--- config.mk ---
export PLATFORM = sky130hd
export DESIGN_NAME = airi5c_alu_arbiter
export DESIGN_NICKNAME = d
export VERILOG_FILES = /design/src/rtl/airi5c_alu_arbiter_pkg.sv /design/src/rtl/airi5c_alu.sv /design/src/rtl/airi5c_alu_rsp_slot.sv /design/src/rtl/airi5c_alu_arbiter.sv
export SDC_FILE = /design/constraint.sdc
export NUM_CORES = 1
export LEC_CHECK = 0
export CAP_MARGIN = 10
export CORE_MARGIN = 3
export CORE_UTILIZATION = 25
export DETAILED_ROUTE_END_ITERATION = 7
export PLACE_DENSITY = 0.44
export SKIP_CTS_REPAIR_TIMING = 1
export SLEW_MARGIN = 40
export SYNTH_ARGS = -nofsm -noshare
export SYNTH_HDL_FRONTEND = slang
export SYNTH_SLANG_ARGS = --single-unit
--- constraint.sdc ---
create_clock -name clk_i -period 6.8 [get_ports clk_i]
set_input_delay 1.02 -clock clk_i [delete_from_list [all_inputs] [get_ports clk_i]]
set_output_delay 1.02 -clock clk_i [all_outputs]
set_load 0.01 [all_outputs]
--- src/rtl/airi5c_alu_arbiter_pkg.sv ---
// Shared definitions for the ALU arbiter slice: ALU opcodes, grant and slot encodings.
package airi5c_alu_arbiter_pkg;

   localparam int ALU_OP_WIDTH = 4;
   localparam int XPR_LEN_DEF  = 32;

   localparam logic [ALU_OP_WIDTH-1:0] ALU_OP_ADD  = 4'd0;
   localparam logic [ALU_OP_WIDTH-1:0] ALU_OP_SLL  = 4'd1;
   localparam logic [ALU_OP_WIDTH-1:0] ALU_OP_XOR  = 4'd4;
   localparam logic [ALU_OP_WIDTH-1:0] ALU_OP_SRL  = 4'd5;
   localparam logic [ALU_OP_WIDTH-1:0] ALU_OP_OR   = 4'd6;
   localparam logic [ALU_OP_WIDTH-1:0] ALU_OP_AND  = 4'd7;
   localparam logic [ALU_OP_WIDTH-1:0] ALU_OP_SEQ  = 4'd8;
   localparam logic [ALU_OP_WIDTH-1:0] ALU_OP_SNE  = 4'd9;
   localparam logic [ALU_OP_WIDTH-1:0] ALU_OP_SUB  = 4'd10;
   localparam logic [ALU_OP_WIDTH-1:0] ALU_OP_SRA  = 4'd11;
   localparam logic [ALU_OP_WIDTH-1:0] ALU_OP_SLT  = 4'd12;
   localparam logic [ALU_OP_WIDTH-1:0] ALU_OP_SGE  = 4'd13;
   localparam logic [ALU_OP_WIDTH-1:0] ALU_OP_SLTU = 4'd14;
   localparam logic [ALU_OP_WIDTH-1:0] ALU_OP_SGEU = 4'd15;

   typedef enum logic {
      GRANT_P0 = 1'b0,
      GRANT_P1 = 1'b1
   } grant_e;

   typedef enum logic {
      RSP_SLOT_EMPTY = 1'b0,
      RSP_SLOT_FULL  = 1'b1
   } slot_state_e;

endpackage

--- src/rtl/airi5c_alu.sv ---
// Combinational integer ALU; undefined opcodes produce zero.
module airi5c_alu
   import airi5c_alu_arbiter_pkg::*;
#(
   parameter int XPR_LEN = XPR_LEN_DEF,
   parameter int OP_W    = ALU_OP_WIDTH
) (
   input  logic [OP_W-1:0]    op,
   input  logic [XPR_LEN-1:0] in1,
   input  logic [XPR_LEN-1:0] in2,
   output logic [XPR_LEN-1:0] out
);

   localparam int SHW = $clog2(XPR_LEN);

   logic [SHW-1:0] shamt;
   logic           lt_s;
   logic           lt_u;

   assign shamt = in2[SHW-1:0];
   assign lt_s  = $signed(in1) < $signed(in2);
   assign lt_u  = in1 < in2;

   always_comb begin
      out = '0;
      case (op)
         OP_W'(ALU_OP_ADD):  out = in1 + in2;
         OP_W'(ALU_OP_SUB):  out = in1 - in2;
         OP_W'(ALU_OP_SLL):  out = in1 << shamt;
         OP_W'(ALU_OP_SRL):  out = in1 >> shamt;
         OP_W'(ALU_OP_SRA):  out = XPR_LEN'($signed(in1) >>> shamt);
         OP_W'(ALU_OP_XOR):  out = in1 ^ in2;
         OP_W'(ALU_OP_OR):   out = in1 | in2;
         OP_W'(ALU_OP_AND):  out = in1 & in2;
         OP_W'(ALU_OP_SEQ):  out = XPR_LEN'(in1 == in2);
         OP_W'(ALU_OP_SNE):  out = XPR_LEN'(in1 != in2);
         OP_W'(ALU_OP_SLT):  out = XPR_LEN'(lt_s);
         OP_W'(ALU_OP_SGE):  out = XPR_LEN'(!lt_s);
         OP_W'(ALU_OP_SLTU): out = XPR_LEN'(lt_u);
         OP_W'(ALU_OP_SGEU): out = XPR_LEN'(!lt_u);
         default:            out = '0;
      endcase
   end

endmodule

--- src/rtl/airi5c_alu_rsp_slot.sv ---
// One-entry result+tag holding register with load/drain handshake.
module airi5c_alu_rsp_slot
   import airi5c_alu_arbiter_pkg::*;
#(
   parameter int DATA_W = XPR_LEN_DEF,
   parameter int TAG_W  = 3
) (
   input  logic              clk_i,
   input  logic              rst_ni,
   input  logic              load_i,
   input  logic [DATA_W-1:0] data_i,
   input  logic [TAG_W-1:0]  tag_i,
   input  logic              ready_i,
   output logic              valid_o,
   output logic [DATA_W-1:0] data_o,
   output logic [TAG_W-1:0]  tag_o
);

   slot_state_e       state_reg, state_next;
   logic [DATA_W-1:0] data_reg;
   logic [TAG_W-1:0]  tag_reg;

   // A load in the same cycle as a drain keeps the slot full with the new result.
   always_comb begin
      state_next = state_reg;
      if (load_i)
         state_next = RSP_SLOT_FULL;
      else if (ready_i)
         state_next = RSP_SLOT_EMPTY;
   end

   always_ff @(posedge clk_i) begin
      if (!rst_ni) begin
         state_reg <= RSP_SLOT_EMPTY;
         data_reg  <= '0;
         tag_reg   <= '0;
      end else begin
         state_reg <= state_next;
         if (load_i) begin
            data_reg <= data_i;
            tag_reg  <= tag_i;
         end
      end
   end

   assign valid_o = (state_reg == RSP_SLOT_FULL);
   assign data_o  = data_reg;
   assign tag_o   = tag_reg;

endmodule

--- src/rtl/airi5c_alu_arbiter.sv ---
// Shares a single ALU between the execute stage (port 0) and an auxiliary unit (port 1).
module airi5c_alu_arbiter
   import airi5c_alu_arbiter_pkg::*;
#(
   parameter bit RR_EN   = 1'b1,
   parameter int TAG_W   = 3,
   parameter int XPR_LEN = XPR_LEN_DEF,
   parameter int OP_W    = ALU_OP_WIDTH
) (
   input  logic               clk_i,
   input  logic               rst_ni,
   input  logic               req0_valid_i,
   output logic               req0_ready_o,
   input  logic [OP_W-1:0]    req0_op_i,
   input  logic [XPR_LEN-1:0] req0_in1_i,
   input  logic [XPR_LEN-1:0] req0_in2_i,
   input  logic [TAG_W-1:0]   req0_tag_i,
   output logic               rsp0_valid_o,
   input  logic               rsp0_ready_i,
   output logic [XPR_LEN-1:0] rsp0_result_o,
   output logic [TAG_W-1:0]   rsp0_tag_o,
   input  logic               req1_valid_i,
   output logic               req1_ready_o,
   input  logic [OP_W-1:0]    req1_op_i,
   input  logic [XPR_LEN-1:0] req1_in1_i,
   input  logic [XPR_LEN-1:0] req1_in2_i,
   input  logic [TAG_W-1:0]   req1_tag_i,
   output logic               rsp1_valid_o,
   input  logic               rsp1_ready_i,
   output logic [XPR_LEN-1:0] rsp1_result_o,
   output logic [TAG_W-1:0]   rsp1_tag_o,
   output logic               busy_o
);

   grant_e             last_grant_reg, last_grant_next;
   logic               cand0, cand1;
   logic               grant0, grant1;
   logic [OP_W-1:0]    alu_op;
   logic [XPR_LEN-1:0] alu_in1, alu_in2, alu_out;
   logic [TAG_W-1:0]   grant_tag;

   // A full slot is eligible only if it drains this same cycle.
   assign cand0 = rst_ni && req0_valid_i && (!rsp0_valid_o || rsp0_ready_i);
   assign cand1 = rst_ni && req1_valid_i && (!rsp1_valid_o || rsp1_ready_i);

   always_comb begin
      grant0          = 1'b0;
      grant1          = 1'b0;
      last_grant_next = last_grant_reg;
      if (cand0 && cand1) begin
         if (RR_EN && last_grant_reg == GRANT_P0)
            grant1 = 1'b1;
         else
            grant0 = 1'b1;
      end else begin
         grant0 = cand0;
         grant1 = cand1;
      end
      if (grant0)
         last_grant_next = GRANT_P0;
      else if (grant1)
         last_grant_next = GRANT_P1;
   end

   always_ff @(posedge clk_i) begin
      if (!rst_ni)
         last_grant_reg <= GRANT_P1;
      else
         last_grant_reg <= last_grant_next;
   end

   // Quiet ALU inputs when idle.
   always_comb begin
      alu_op    = OP_W'(ALU_OP_ADD);
      alu_in1   = '0;
      alu_in2   = '0;
      grant_tag = '0;
      if (grant0) begin
         alu_op    = req0_op_i;
         alu_in1   = req0_in1_i;
         alu_in2   = req0_in2_i;
         grant_tag = req0_tag_i;
      end else if (grant1) begin
         alu_op    = req1_op_i;
         alu_in1   = req1_in1_i;
         alu_in2   = req1_in2_i;
         grant_tag = req1_tag_i;
      end
   end

   airi5c_alu #(.XPR_LEN(XPR_LEN), .OP_W(OP_W)) u_alu (
      .op  (alu_op),
      .in1 (alu_in1),
      .in2 (alu_in2),
      .out (alu_out)
   );

   airi5c_alu_rsp_slot #(.DATA_W(XPR_LEN), .TAG_W(TAG_W)) u_slot0 (
      .clk_i   (clk_i),
      .rst_ni  (rst_ni),
      .load_i  (grant0),
      .data_i  (alu_out),
      .tag_i   (grant_tag),
      .ready_i (rsp0_ready_i),
      .valid_o (rsp0_valid_o),
      .data_o  (rsp0_result_o),
      .tag_o   (rsp0_tag_o)
   );

   airi5c_alu_rsp_slot #(.DATA_W(XPR_LEN), .TAG_W(TAG_W)) u_slot1 (
      .clk_i   (clk_i),
      .rst_ni  (rst_ni),
      .load_i  (grant1),
      .data_i  (alu_out),
      .tag_i   (grant_tag),
      .ready_i (rsp1_ready_i),
      .valid_o (rsp1_valid_o),
      .data_o  (rsp1_result_o),
      .tag_o   (rsp1_tag_o)
   );

   assign req0_ready_o = grant0;
   assign req1_ready_o = grant1;
   assign busy_o       = rsp0_valid_o | rsp1_valid_o;

endmodule
# ---- After elaboration in Yosys (flattened, before gate mapping)
# Cells that the tools add are included.
dict set report classes {
  order_cmp 2
  muxes 18
  shift 3
  n_reduce_logical 15
  eq_ne 15
  bitwise 4
  n_div 0
  n_mul 0
  n_addsub 2
}
# op n
set op_table {}
lappend op_table {{case mux 32 bit (14 select lines)} 1}
lappend op_table {{two-way mux 32 bit} 4}
lappend op_table {{less-than comparator 32 bit} 2}
lappend op_table {{adder 32 bit} 1}
lappend op_table {{AND 32 bit} 1}
lappend op_table {{== test 32 bit} 1}
lappend op_table {{== test 4 bit, second input constant} 8}
lappend op_table {{!= test 32 bit} 1}
lappend op_table {{OR 32 bit} 1}
lappend op_table {{<< shifter 32 x 5 -> 32 bit} 1}
lappend op_table {{>> shifter 32 x 5 -> 32 bit} 1}
lappend op_table {{>>> shifter 32 x 5 -> 32 bit} 1}
lappend op_table {{subtractor 32 bit} 1}
lappend op_table {{XOR 32 bit} 1}
lappend op_table {{== test 4 x 3 -> 1 bit, second input constant} 4}
lappend op_table {{two-way mux 1 bit} 10}
lappend op_table {{two-way mux 4 bit} 2}
lappend op_table {{nonzero test 2 bit} 3}
lappend op_table {{logical AND 1 bit} 5}
lappend op_table {{== test 4 x 1 -> 1 bit, second input constant} 1}
lappend op_table {{logical NOT 1 bit} 4}
lappend op_table {{logical NOT 4 bit} 1}
lappend op_table {{two-way mux 3 bit} 1}
lappend op_table {{logical OR 1 bit} 2}
lappend op_table {{OR 1 bit} 1}
dict set report totals {
  in_bits 148
  ff_bits 73
  mem_count 0
  elab_cells 66
  out_inout_bits 75
  latch_bits 0
  ramBits 0
  romBits 0
}

# ---- Depth between registers and ports, before layout
# Gate-level depths: netlist (run 1).
dict set report depth {
  word_depth 10
  mapped_depth 23
  ltp_nobuf 19
}

# ---- Modules after synthesis
# A second synthesis (run 1) with hierarchy kept.
dict set report hier_totals {
  hier_cells 1873
  hier_area_um2 13486.7
}
# module seq_area_each_um2 area_each_um2 cells_each n_inst
set modules_own_cells {}
lappend modules_own_cells {airi5c_alu 0.0 9061.2 1386 1}
lappend modules_own_cells {airi5c_alu_rsp_slot 720.7 1386.3 115 2}
lappend modules_own_cells {airi5c_alu_arbiter 20.0 1652.8 257 1}

# ---- Least setup slack after synthesis (run 1)
# No wires, ideal clock.
dict set report synth_timing {
  path_type {input-to-reg}
  startpoint {in rsp0_ready_i}
  endpoint {reg u_slot1.data_reg[28], in the netlist u_slot1.data_o[28]}
  required_time_ns 6.663
  setup_ns 0.137
  path_buffers 4
  arrival_ns 5.179
  setup_slack_ns 1.484
  path_stages 23
  cell_sequence {nor2b_2 -> nor2_2 -> nand2_1 -> nand3_2 -> inv_2 -> buf_4 -> a22o_1 -> buf_4 -> buf_2 -> buf_2 -> ha_1 -> inv_1 -> fa_1 -> nor2b_1 -> o2111ai_1 -> and2_1 -> o221ai_1 -> o21a_1 -> a31o_2 -> a211oi_1 -> xnor2_1 -> a2111oi_2 -> a21oi_1}
}
dict set report synth_between {
  elab_chain_len 8
  elab_cells_between_ends 34
  cone_classes {add/sub: 2; eq/ne: 13; shift: 3; mux: 9; bitwise: 3; reduce/logical: 4}
}
# element line
set synth_lines {}
lappend synth_lines {{start: declaration} airi5c_alu_arbiter.sv:19} ;# input logic rsp0_ready_i,
lappend synth_lines {{logical OR 1 bit *} airi5c_alu_arbiter.sv:43} ;# assign cand0 = rst_ni && req0_valid_i && (!rsp0_valid_o || rsp0_ready_i);
lappend synth_lines {{logical AND 1 bit *} airi5c_alu_arbiter.sv:43}
lappend synth_lines {{logical AND 1 bit} airi5c_alu_arbiter.sv:50} ;# if (cand0 && cand1) begin
lappend synth_lines {{two-way mux 1 bit} airi5c_alu_arbiter.sv:50}
lappend synth_lines {{two-way mux 32 bit / two-way mux 4 bit (equally long branches)} airi5c_alu_arbiter.sv:83} ;# end else if (grant1) begin
lappend synth_lines {{two-way mux 32 bit / two-way mux 4 bit (equally long branches)} airi5c_alu_arbiter.sv:78} ;# if (grant0) begin
lappend synth_lines {{subtractor 32 bit (tied with other cells)} airi5c_alu.sv:28} ;# OP_W'(ALU_OP_SUB): out = in1 - in2;
lappend synth_lines {{case mux 32 bit (14 select lines)} airi5c_alu.sv:26} ;# case (op)
lappend synth_lines {{end signal: assignment} airi5c_alu_rsp_slot.sv:40} ;# data_reg <= data_i;
lappend synth_lines {{end: declaration} airi5c_alu_rsp_slot.sv:20} ;# logic [DATA_W-1:0] data_reg;
# Mark *: on every way between the ends. The rest lies on a longest branch, timed or not.
# A chain may end at the register's enable or synchronous reset.

# ---- Worst setup path after layout (run 1)
dict set report layout_timing {
  startpoint {in rsp0_ready_i}
  endpoint {reg u_slot0.data_reg[22], in the netlist u_slot0.data_o[22]}
}
dict set report layout_between {
  elab_chain_len 8
  elab_cells_between_ends 34
  cone_classes {add/sub: 2; eq/ne: 13; shift: 3; mux: 9; bitwise: 3; reduce/logical: 4}
}
# element line
set layout_lines {}
lappend layout_lines {{logical OR 1 bit *} airi5c_alu_arbiter.sv:43}
lappend layout_lines {{logical AND 1 bit *} airi5c_alu_arbiter.sv:43}
lappend layout_lines {{logical AND 1 bit} airi5c_alu_arbiter.sv:50}
lappend layout_lines {{two-way mux 1 bit} airi5c_alu_arbiter.sv:50}
lappend layout_lines {{two-way mux 32 bit / two-way mux 4 bit (equally long branches)} airi5c_alu_arbiter.sv:83}
lappend layout_lines {{two-way mux 32 bit / two-way mux 4 bit (equally long branches)} airi5c_alu_arbiter.sv:78}
lappend layout_lines {{subtractor 32 bit (tied with other cells)} airi5c_alu.sv:28}
lappend layout_lines {{case mux 32 bit (14 select lines)} airi5c_alu.sv:26}
lappend layout_lines {{end signal: assignment} airi5c_alu_rsp_slot.sv:40}
lappend layout_lines {{end: declaration} airi5c_alu_rsp_slot.sv:20}
# Marks and branches as above.

==> flow_metrics.py, run 1 <==
metrics = {
    "synth": {
        "synth-main-ff-cell": "dfxtp_1",
        "ys_warn_count": 0,
        "ys_types": 84,
        "synth_area_sq_mm": 0.0127,
        "ys_ff_latch": 73,
        "ys_seq_area_frac": 0.115,
        "synth_edf_count": 0,
        "synth_fp_nets": 2016,
        "syn_inst": 1755,
        "async_flop_share": 0,
        "post_synth.cell_area_avg_sq_um": 7.23,
    },
    "routing": {
        "drt-initial-drc-count": 1771,
        "dr.pass1.iters": 6,
        "postRouteAntennaNets": 0,
        "via_per_inst": 5.80,
        "route.vias.total": 15100,
        "drc_errors": 0,
        "wl_mm": 72.7,
        "wl_per_cell_microns": 28.0,
    },
    "die": {
        "ios": 223,
        "die_y_microns": 231,
        "dieArea_sq_mm": 0.0535,
        "fp.coreArea_sq_mm": 0.0496,
        "num_rows": 81,
        "fp.dieW_microns": 231,
        "start_util": 0.256,
    },
    "timing": {
        "fin_setup_tns_ps": 0,
        "period_needed_ps": 6240,
        "worst_slew_pin_slew_ps": 865,
        "fin_crit_sh": 0.918,
        "skew_ps": 5.79,
        "rsz0062_at_grt": "no",
        "drv_slew": 0,
        "hold_viol": 0,
        "max_freq_mhz": 160,
        "slew_headroom": 0.423,
        "finalSetupViolations": 0,
    },
    "critical_path": {
        "crit_type": "in -> reg",
        "critPathMostFrequentCell": "mux2i_1",
        "crit_path_max_fanout": 44,
        "endpoint_kind": "register",
        "cp_num_buf_inv": 4,
        "start_kind": "primary input",
        "slowest_delay_ps": 750,
        "worstPathArrival_ps": 6450,
        "slowest_stage": "a221oi_1",
        "cp_cell_sequence": "clkdlybuf4s50_1 -> nor2b_2 -> nor2_2 -> nand2_1 -> nand3_2 -> inv_4 -> buf_12 -> a22o_2 -> buf_4 -> mux2i_1 -> mux2i_1 -> mux2i_1 -> a221oi_1 -> o2111ai_1 -> a211oi_1 -> a21oi_1",
        "path_delay_family": "compound AO/OA/AOI/OAI gates",
        "worstPathRequired_ps": 7010,
    },
    "pwr": {
        "irDropWorstVdd_mv": 0.144,
        "p_leak_nw": 6.60,
        "power.density_mw_per_mm2": 162,
        "power_w": 0.00261,
    },
    "finish": {
        "drive_gt1_frac": 0.0926,
        "diodes": 0,
        "fin_nets": 2189,
        "finalNonFillerCells": 2597,
        "area_growth_pct": 27.2,
        "layout_commonest_cell": "clkdlybuf4s50_1",
        "final_cell_mix": "222 x clkdlybuf4s50_1, 179 x mux2i_1, 171 x a21oi_1",
        "fin_util": 0.326,
    },
    "worst_hold_path": {
        "hp-class": "reg -> reg",
    },
    "clocking": {
        "clkTransAtPathRegs_ps": 60,
        "cts_sinks": 73,
        "cts_max_level": 3,
        "cts_buffers": 9,
        "cts_tree": "done",
        "clock_latency_ps": 330,
        "cts_max_path_buffers": 2,
        "root_buffer": "clkbuf_16",
    },
    "grt": {
        "overflow": 0,
        "grt_pass1_vias": 14500,
        "antenna_found_initial": 4,
        "track_usage": 0.261,
        "grt_start_max_net_pins": 58,
        "grt_pass1_wl_mm": 104,
    },
    "placement": {
        "dp.cells": 2581,
        "port_buffers": 222,
        "place_hpwl_mm": 58.4,
        "gp_congestion": 1.01,
    },
    "run": {
        "maxCapViolCount": 0,
    },
    "run_status": {
        "status": "complete, no violations",
    },
}
## metal layers
| metal | GRT usage | share of wire | vias up |
|---|---|---|---|
| met2 | 0.406 | 0.44 | 678 |
| met4 | 0.0802 | 0.036 | 6 |
| met5 | 0 | 0.00052 | - |
| met3 | 0.0574 | 0.081 | 100 |
| li1 | - | - | 6927 |
| met1 | 0.360 | 0.44 | 7339 |
## worst register-to-register path, delay by kind of cell (launching register included)
kind	cells	cell delay (ps)
compound gates	5	2300
buf+inv	3	1160
mux	3	940
simple gates	4	650
flops	1	340
## cells in the mapped netlist, types with 29 or more instances
cell | n | area share
mux2i_1 | 179 | 0.14
a21oi_1 | 171 | 0.067
nand2_1 | 151 | 0.045
o21ai_0 | 149 | 0.059
nor2_1 | 144 | 0.043
ha_1 | 111 | 0.11
inv_1 | 88 | 0.026
dfxtp_1 | 73 | 0.12
clkbuf_1 | 67 | 0.020
buf_2 | 45 | 0.018
nor3_1 | 45 | 0.018
a22o_1 | 42 | 0.029
a211oi_1 | 35 | 0.021
nand3_1 | 29 | 0.011
o22ai_1 | 29 | 0.014
## final cells by class
class,count,area (sq um)
Timing Repair Buffer,304,2890
Fill cell,5303,33400
Inverter,96,370
Clock inverter,7,118
Multi-Input combinational cell,1444,10300
Clock buffer,9,225
Sequential cell,73,1460
Tap cell,664,831
## power breakdown
group          leakage [nW]  switching (W)  internal (W)
Clock                 0.170       0.000183      0.000359
Combinational          5.83        0.00102      0.000565
Sequential            0.600      0.0000176      0.000461
Total                  6.60        0.00122       0.00138
## path summary, 6_finish.rpt
path,startpoint,to,slack (ps),cells after the start
max reg2reg,u_slot0.valid_o$_SDFFE_PN0P_,u_slot0.data_o[22]$_SDFFE_PN0P_,1290,15
min,u_slot1.data_o[13]$_SDFFE_PN0N_,u_slot1.data_o[13]$_SDFFE_PN0N_,460,2
max,rsp0_ready_i,u_slot0.data_o[22]$_SDFFE_PN0P_,560,16
min reg2reg,u_slot1.data_o[13]$_SDFFE_PN0N_,u_slot1.data_o[13]$_SDFFE_PN0N_,460,2
## logic make-up (layout without fill, tap and decap cells)
group           after synthesis  in the layout  synth area share
compound gates              672            672             0.364
simple gates                457            457             0.165
buf+inv                     238            416            0.0827
mux                         188            188             0.150
fa+ha+maj                   113            113             0.113
flops                        73             73             0.115
xor+xnor                     14             14           0.00966
## stage by stage
stage               setup WS [ps]  hold WS (ps)  instance area [sq um]
CTS                           677           459                  16100
detailed placement            342           450                  15800
finish                        556           458                  16100
global placement              390           446                  15800
floorplan                    1480           481                  12700
global route                  329           482                  16100
(Power assumes the default switching activity.)
==> run 2: changes to the inputs <==
--- a/config.mk
+++ b/config.mk
@@ -6,10 +6,11 @@
 export NUM_CORES = 1
 export LEC_CHECK = 0
 export CAP_MARGIN = 10
-export CORE_MARGIN = 3
+export CORE_MARGIN = 1
 export CORE_UTILIZATION = 25
 export DETAILED_ROUTE_END_ITERATION = 7
-export PLACE_DENSITY = 0.44
+export PLACE_DENSITY = 0.55
+export REMOVE_ABC_BUFFERS = 1
 export SKIP_CTS_REPAIR_TIMING = 1
 export SLEW_MARGIN = 40
 export SYNTH_ARGS = -nofsm -noshare
==> run 2 against run 1 <==
Sequential power hardly changed. Clock power is 4.2% lower. Power fell by 0.48%. Non-clock buffer count is 56 higher. Critical endpoint is now u_slot1.data_o[0]$_SDFFE_PN0N_.
==> flow_metrics.py, run 2 (same netlist as run 1, synthesis figures left out) <==
metrics = {
    "pwr": {
        "irDropWorstVdd_mv": 0.0982,
        "swShare": 0.477,
        "pwr-share-clk": 0.200,
        "comb_power_share": 0.616,
        "power.density_mw_per_mm2": 158,
        "p_leak_nw": 6.83,
        "seqPwrFrac": 0.184,
        "power_w": 0.00260,
        "intPower_w": 0.00136,
        "power.switching_w": 0.00124,
    },
    "timing": {
        "period_needed_ps": 6040,
        "hold_viol": 0,
        "finalSetupViolations": 0,
        "skew_ps": 8.58,
        "slew_headroom": 0.420,
        "worst_slew_pin_slew_ps": 871,
        "rsz0062_at_grt": "no",
        "drv_slew": 0,
        "whs_ps": 452,
        "max_freq_mhz": 166,
        "fin_crit_sh": 0.888,
    },
    "routing": {
        "route.vias.total": 15400,
        "wl_per_cell_microns": 26.0,
        "drt-initial-drc-count": 1735,
        "postRouteAntennaNets": 0,
        "dr.pass1.iters": 6,
        "wl_mm": 69.1,
        "via_per_inst": 5.79,
        "drc_errors": 0,
    },
    "grt": {
        "grt_pass1_vias": 15000,
        "antenna_found_initial": 1,
        "overflow": 0,
        "track_usage": 0.265,
        "grt_start_max_net_pins": 59,
        "grt_pass1_wl_mm": 100,
    },
    "finish": {
        "multi_input_area_sq_mm": 0.0102,
        "drive_gt1_frac": 0.116,
        "final-seq-area_sq_mm": 0.00146,
        "fillers": 5456,
        "fin_area_sq_mm": 0.0165,
        "fin_nets": 2245,
        "diodes": 0,
        "layout_commonest_cell": "clkdlybuf4s50_1",
        "area_growth_pct": 29.8,
        "final_cell_mix": "221 x clkdlybuf4s50_1, 179 x mux2i_1, 171 x a21oi_1",
    },
    "critical_path": {
        "slowest_delay_ps": 560,
        "slowest_stage": "ha_1",
        "start_kind": "primary input",
        "crit_type": "in -> reg",
        "crit_path_max_fanout": 35,
        "endpoint_kind": "register",
        "cp_cell_sequence": "clkdlybuf4s50_1 -> nand2b_1 -> nand3_2 -> nand2_2 -> inv_6 -> buf_4 -> a22oi_1 -> buf_4 -> inv_1 -> ha_1 -> inv_1 -> a21oi_1 -> o211ai_1 -> a211o_1 -> a221oi_1 -> o21a_1 -> o211ai_1 -> xnor2_1 -> a311oi_1 -> a21oi_1",
        "worstPathRequired_ps": 7060,
        "worstPathArrival_ps": 6300,
    },
    "die": {
        "num_rows": 82,
        "fp.dieW_microns": 227,
        "start_util": 0.253,
        "dieArea_sq_mm": 0.0517,
        "fp.coreArea_sq_mm": 0.0501,
        "ios": 223,
        "die_y_microns": 227,
    },
    "clocking": {
        "clock_latency_ps": 390,
        "cts_max_level": 3,
        "cts_tree": "done",
        "root_buffer": "clkbuf_16",
        "cts_buffers": 9,
        "cts_max_path_buffers": 2,
        "cts_sinks": 73,
        "clkTransAtPathRegs_ps": 60,
    },
    "worst_hold_path": {
        "hp-class": "reg -> reg",
    },
    "placement": {
        "place_area_sq_mm": 0.0162,
        "port_buffers": 222,
        "gp_congestion": 1.03,
        "place_hpwl_mm": 55.0,
    },
    "run": {
        "maxCapViolCount": 0,
    },
    "run_status": {
        "status": "complete, no violations",
    },
}
==> run 2: cell count changes in the layout (fill, tap and decap cells not counted), sizes merged <==
cell | before | now
clkdlybuf4s50 | 222 | 221
clkinvlp | 0 | 1
buf | 82 | 139
clkbuf | 9 | 12
bufinv | 3 | 1
inv | 94 | 93
clkinv | 6 | 5
==> run 2: layout make-up <==
type / count / share of cell area
multi-input cells: 1444 / 0.620
repair buffers: 360 / 0.199
flip-flops and latches: 73 / 0.0887
well taps: 672 / 0.0511
inverters: 96 / 0.0226
clock buffers: 12 / 0.0156
clock inverters: 4 / 0.00311
==> run 2: critical path, delay by kind of cell <==
family	cells	cell delay, ps
buf+inv	6	1370
xor+xnor	1	210
fa+ha+maj	1	560
simple gates	3	540
compound gates	9	2560
==> run 2: final timing paths <==
check	depth (start not counted)	end	slack (ps)	from
setup reg to reg	19	u_slot1.data_o[0]$_SDFFE_PN0N_	1500	u_slot0.valid_o$_SDFFE_PN0P_
hold reg to reg	2	u_slot0.tag_o[2]$_SDFFE_PN0P_	450	u_slot0.tag_o[2]$_SDFFE_PN0P_
setup / recovery	20	u_slot1.data_o[0]$_SDFFE_PN0N_	760	rsp1_ready_i
hold / removal	2	u_slot0.tag_o[2]$_SDFFE_PN0P_	450	u_slot0.tag_o[2]$_SDFFE_PN0P_
==> run 2: through the flow <==
stage / worst slack [ps] / utilization / std cells / setup TNS [ps]
3_3_place_gp: 463 / 0.323 / 2645 / 0
3_5_place_dp: 479 / 0.323 / 2645 / 0
6_report: 759 / 0.329 / 2661 / 0
4_1_cts: 884 / 0.329 / 2661 / 0
2_1_floorplan: -1810 / - / 1613 / -73180
5_1_grt: 401 / 0.329 / 2661 / 0
==> run 2: power groups by stage <==
stage	Clock, W	Combinational, W	Sequential, W
floorplan	0	0.000847	0.000499
global placement	0	0.00156	0.000487
finish	0.000519	0.00160	0.000478
global route	0.000552	0.00170	0.000482
CTS	0.000541	0.00157	0.000478
detailed placement	0	0.00156	0.000487
==> run 2: per-layer routing <==
metal	GRT usage	part of all wire
met3	0.0410	0.074
met2	0.417	0.44
met1	0.345	0.43
met5	0	0.00016
met4	0.145	0.055
